==> config.mk <==
export PLATFORM = sky130hd
export DESIGN_NAME = run_length_detector
export DESIGN_NICKNAME = d
export VERILOG_FILES = /design/src/rtl/run_length_detector.sv
export SDC_FILE = /design/constraint.sdc
export NUM_CORES = 1
export LEC_CHECK = 0
export ABC_AREA = 1
export CAP_MARGIN = 20
export CELL_PAD_IN_SITES_DETAIL_PLACEMENT = 1
export CELL_PAD_IN_SITES_GLOBAL_PLACEMENT = 2
export CORE_MARGIN = 8
export CORE_UTILIZATION = 25
export DETAILED_ROUTE_END_ITERATION = 16
export PLACE_DENSITY = 0.83
export SYNTH_ARGS = -nofsm -noshare
export SYNTH_HDL_FRONTEND = slang
export SYNTH_SLANG_ARGS = --single-unit
export TNS_END_PERCENT = 30
==> constraint.sdc <==
create_clock -name clock -period 1.6 [get_ports clock]
set_clock_uncertainty 0.15 [all_clocks]
set_input_delay 0.16 -clock clock [delete_from_list [all_inputs] [get_ports clock]]
set_output_delay 0.16 -clock clock [all_outputs]
set_load 0.01 [all_outputs]
==> src/rtl/run_length_detector.sv <==
`default_nettype none
// ============================================================================
// Module      : run_length_detector
// Description : Serial run-length detector. Tracks the length of the current
//               run of equal samples on w and flags a detection once a run of
//               ones or zeros reaches RUN_LEN samples. Detection overlaps: the
//               block stays in its HIT state while the run continues. A mode
//               mask selects which run polarity is reported on z and counted
//               in det_count. det_count counts runs, not cycles, and
//               saturates at its maximum value.
//
//   Ports:
//     clock     in   1      rising-edge clock
//     reset     in   1      asynchronous active-high reset
//     en        in   1      sample enable
//     w         in   1      serial data sample
//     mode      in   2      00 ones+zeros, 01 ones, 10 zeros, 11 none
//     state     out  3      registered FSM state code
//     run_len   out  4      length of the current run (saturates at 15)
//     z         out  1      detection flag (decode of state and mode)
//     det_count out  DET_W  qualified detections since reset (saturating)
//
// Revision    : 1.0 - initial release
// ============================================================================
module run_length_detector #(
    parameter int RUN_LEN = 4,
    parameter int DET_W   = 8
) (
    input  logic             clock,
    input  logic             reset,
    input  logic             en,
    input  logic             w,
    input  logic [1:0]       mode,
    output logic [2:0]       state,
    output logic [3:0]       run_len,
    output logic             z,
    output logic [DET_W-1:0] det_count
);

    localparam logic [2:0] c_IDLE = 3'b000;
    localparam logic [2:0] c_RUN1 = 3'b001;
    localparam logic [2:0] c_RUN0 = 3'b010;
    localparam logic [2:0] c_HIT1 = 3'b011;
    localparam logic [2:0] c_HIT0 = 3'b100;

    localparam logic [3:0] c_LEN_MAX = 4'd15;
    localparam logic [3:0] c_RUN_LEN = 4'(RUN_LEN);

    logic [2:0]       r_state;
    logic [3:0]       r_run_len;
    logic [DET_W-1:0] r_det_count;

    logic [2:0]       w_next_state;
    logic [3:0]       w_next_len;
    logic [3:0]       w_len_inc;
    logic             w_enter_hit;

    assign w_len_inc = (r_run_len == c_LEN_MAX) ? c_LEN_MAX : r_run_len + 4'd1;

    always_comb begin
        w_next_state = r_state;
        w_next_len   = r_run_len;
        case (r_state)
            c_IDLE: begin
                w_next_state = w ? c_RUN1 : c_RUN0;
                w_next_len   = 4'd1;
            end
            c_RUN1, c_HIT1: begin
                if (w) begin
                    w_next_len   = w_len_inc;
                    w_next_state = (w_len_inc >= c_RUN_LEN) ? c_HIT1 : c_RUN1;
                end else begin
                    w_next_len   = 4'd1;
                    w_next_state = c_RUN0;
                end
            end
            c_RUN0, c_HIT0: begin
                if (!w) begin
                    w_next_len   = w_len_inc;
                    w_next_state = (w_len_inc >= c_RUN_LEN) ? c_HIT0 : c_RUN0;
                end else begin
                    w_next_len   = 4'd1;
                    w_next_state = c_RUN1;
                end
            end
            default: begin
                // Unused codes recover to IDLE with no run in progress.
                w_next_state = c_IDLE;
                w_next_len   = 4'd0;
            end
        endcase
    end

    // A detection is a fresh entry into a HIT state whose polarity the mode
    // at this edge enables; staying in HIT while the run continues does not
    // count again.
    assign w_enter_hit = ((w_next_state == c_HIT1) && (r_state != c_HIT1) && !mode[1]) ||
                         ((w_next_state == c_HIT0) && (r_state != c_HIT0) && !mode[0]);

    always_ff @(posedge clock or posedge reset) begin
        if (reset) begin
            r_state     <= c_IDLE;
            r_run_len   <= 4'd0;
            r_det_count <= '0;
        end else if (en) begin
            r_state   <= w_next_state;
            r_run_len <= w_next_len;
            if (w_enter_hit && (r_det_count != {DET_W{1'b1}})) begin
                r_det_count <= r_det_count + 1'b1;
            end
        end
    end

    assign state     = r_state;
    assign run_len   = r_run_len;
    assign det_count = r_det_count;

    // z depends on the registered state and the live mode only.
    assign z = ((r_state == c_HIT1) && !mode[1]) ||
               ((r_state == c_HIT0) && !mode[0]);

endmodule
`default_nettype wire

==> run metrics <==
status=complete, but fails checks; failing checks=negative setup slack; post-DR wirelength/cell=15.0 um; PnR Total Power=1.59 mW; initial antenna violation count=0; drt drc=0; part of the Yosys area used for sequential elements=37.8%; drt initial violations=44; worst relative slew slack=75.9%; diodes inserted=0; Core Area=0.00391 sq mm; CTS tree=yes; Slew @ Worst Pin=359 ps; worst r2r src=run_len[1]$_DFFE_PP0P_; HPWL Detailed=2760 um; ys async rst share=100%; share of the synthesized area in the top cell type=37.8%; Critical-path top delay cell=dfrtp_1; Worst path top cell family by delay=simple AND/OR/NAND/NOR gates; CP Cell Sequence=ha_4 > inv_2 > nand2_2 > nand2_2 > nor2_4 > nand2_4 > nand3_2 > nor2_1 > nand2_1 > nand2_4 > nand3_4 > nand2_1 > nand2_1; Final setup violation count=10; Reg2Reg Capture Point=det_count[4]$_DFFE_PP0P_; CP Launch Type=flop; Total GRT Usage=12.3%; full die area=0.00624 sq mm; Slew Limit Fails=0; reg-to-reg setup timing slack=-200 ps; Yosys cell types=24; area leader, netlist=dfrtp_1; unrepaired setup endpoints after global routing=true; DR pass1 iterations=4; vias post-DR=1132; Syn Area/Cell=7.52 sq um; Max Cap Violations=0; Period minus WS final=1800 ps; cts bufs inserted=3; Hold Fails Final Rpt=0; Post-synth top flop=dfrtp_1; FF/Latch Area=379 sq um; row cnt=23; layout cells sized above 1=44.4%; number of global-route vias before repair=1293; Reg2Reg Depth=13; Max Root-Sink Buffers=2; Synth Cell Area=992 sq um; Synth Net Count=140; FMAX=555 MHz; Synth area leaders=dfrtp_1 (38%), nand2_1 (13%), nand4_1 (5.7%), o21ai_0 (5.5%), nand3_2 (5.0%); Ports=22; Synth Warn #=0; Starting Density=25.4%; most common cell in the netlist=nand2_1; synthesis-to-layout area growth=72.5%; CP most frequent cell=nand2_1; Syn Inst Count=132; leakage power=0.868 nW; Die Y-Extent=79 um; fillcell total=491; register bit total from synthesis=15; TritonCTS Sinks=15; Multi-input gate area=626 sq um; kind of critical path=reg2reg; Worst path max stage delay=430 ps; Hold Path Sink=det_count[5]$_DFFE_PP0P_; Hold Path Stages=2; remaining antenna violation count=0; final worst setup slack=-203 ps; Max VDD drop=0.493 mV; data required time of the critical path=1600 ps; root buffer cell=clkbuf_8; first-pass GRT wire length=6140 um; crit path capture type=flop; WP buf/inv=1; H-tree depth=1; drt total wl=3700 um; Clock transition at path regs=70 ps; worst min path class=reg2reg; critical path arrival=1810 ps; dpl ws=-256 ps; PD cells=929 mW/mm^2; most common library cells after synthesis=nand2_1 (34), dfrtp_1 (15), inv_1 (13); number of synthesized flops with an enable pin=0; Vias/cell=4.60; hold slack=382 ps; I/O Buffers=21; Final Cycle Share=113%; CP max FO=6; gpl congestion=0.792; largest net degree at the start of global routing=12; aggregate global routing overflow=0; clock latency on the worst-skew pair=260 ps; die width=79 um; fin nets=205; HP Start=det_count[5]$_DFFE_PP0P_
[logic make-up after synthesis]
| logic type | share of synthesized area (%) |
|---|---|
| compound gates | 8.07 |
| simple gates | 39.5 |
| fa+ha+maj | 2.52 |
| flops | 37.8 |
| buf+inv | 8.57 |
| xor+xnor | 3.53 |
[tightest hold or removal path: stages, from the launching register on]
cell,delay (ps)
dfrtp_1,390
nand2_1,70
nand2_1,50
[area by class of cell]
class / count / area share [%]
multi-input cells: 97 / 36.5
well taps: 50 / 3.65
inverters: 17 / 3.73
repair buffers: 63 / 31.2
clock inverters: 1 / 0.292
clock buffers: 3 / 2.41
flip-flops and latches: 15 / 22.1
[worst max-delay path by stage]
| stage | startpoint | slack [ps] | cells after the start | end |
|---|---|---|---|---|
| after global routing | run_len[1]$_DFFE_PP0P_ | -310 | 12 | det_count[4]$_DFFE_PP0P_ |
| final | run_len[1]$_DFFE_PP0P_ | -200 | 13 | det_count[4]$_DFFE_PP0P_ |
| after floorplan | run_len[1]$_DFFE_PP0P_ | -150 | 13 | det_count[6]$_DFFE_PP0P_ |
| after CTS | run_len[1]$_DFFE_PP0P_ | -220 | 14 | det_count[5]$_DFFE_PP0P_ |
| after global placement | state[2]$_DFFE_PP0P_ | -140 | 6 | z |
| after detailed placement | run_len[1]$_DFFE_PP0P_ | -260 | 10 | state[1]$_DFFE_PP0P_ |
[routing by layer]
| layer | vias up | GRT usage (%) | part of all wire (%) |
|---|---|---|---|
| met2 | 15 | 23.1 | 57 |
| met5 | - | 0 | 0 |
| met1 | 554 | 13.2 | 39 |
| li1 | 559 | - | - |
| met4 | 0 | 5.19 | 1.2 |
| met3 | 4 | 2.03 | 3.0 |
[timing repair]
action                     CTS  global route
hold endpoints to repair     4             0
pin swaps                    4             4
gates cloned                 0             0
buffers inserted             2             2
setup endpoints to repair   22            18
gates resized for setup     35            16
hold buffers                 1             0
[cell usage in the layout, fill, tap and decap left out, types with 2 or more instances in the layout]
cell and count:
dlymetal6s2s_1 2, o21ai_1 4, inv_1 12, nand2_4 3, nand3_2 4, clkdlybuf4s50_1 10, nand4_1 9, dfrtp_2 3
nand3_1 6, xor2_1 3, nor2_4 5, buf_6 5, dlygate4sd2_1 6, nor2_2 2, o21ai_2 3, clkbuf_8 3
buf_4 38, nor3_1 2, nor2_1 7, o22ai_2 2, inv_2 5, nand2_2 9, dfrtp_1 12, o21ai_0 4
nand2_1 26
[per-stage QoR]
step	instance area, sq um	std cells	utilization (%)	setup TNS [ps]
2_1_floorplan	996	132	-	-1030
3_3_place_gp	1530	237	39.0	-1340
3_5_place_dp	1530	237	39.0	-2210
4_1_cts	1650	244	42.1	-1780
5_1_grt	1710	246	43.7	-2730
6_report	1710	246	43.7	-1600
[power breakdown]
group / internal, mW / switching (mW) / leakage, nW
clock: 0.173 / 0.161 / 0.0255
combinational: 0.400 / 0.371 / 0.645
sequential: 0.433 / 0.0517 / 0.197
total: 1.01 / 0.584 / 0.868
[registers in the layout, indices dropped and copies added (netlist names)]
register   flops
det_count      8
state          3
run_len        4
Power figures use the tool's default switching activity.
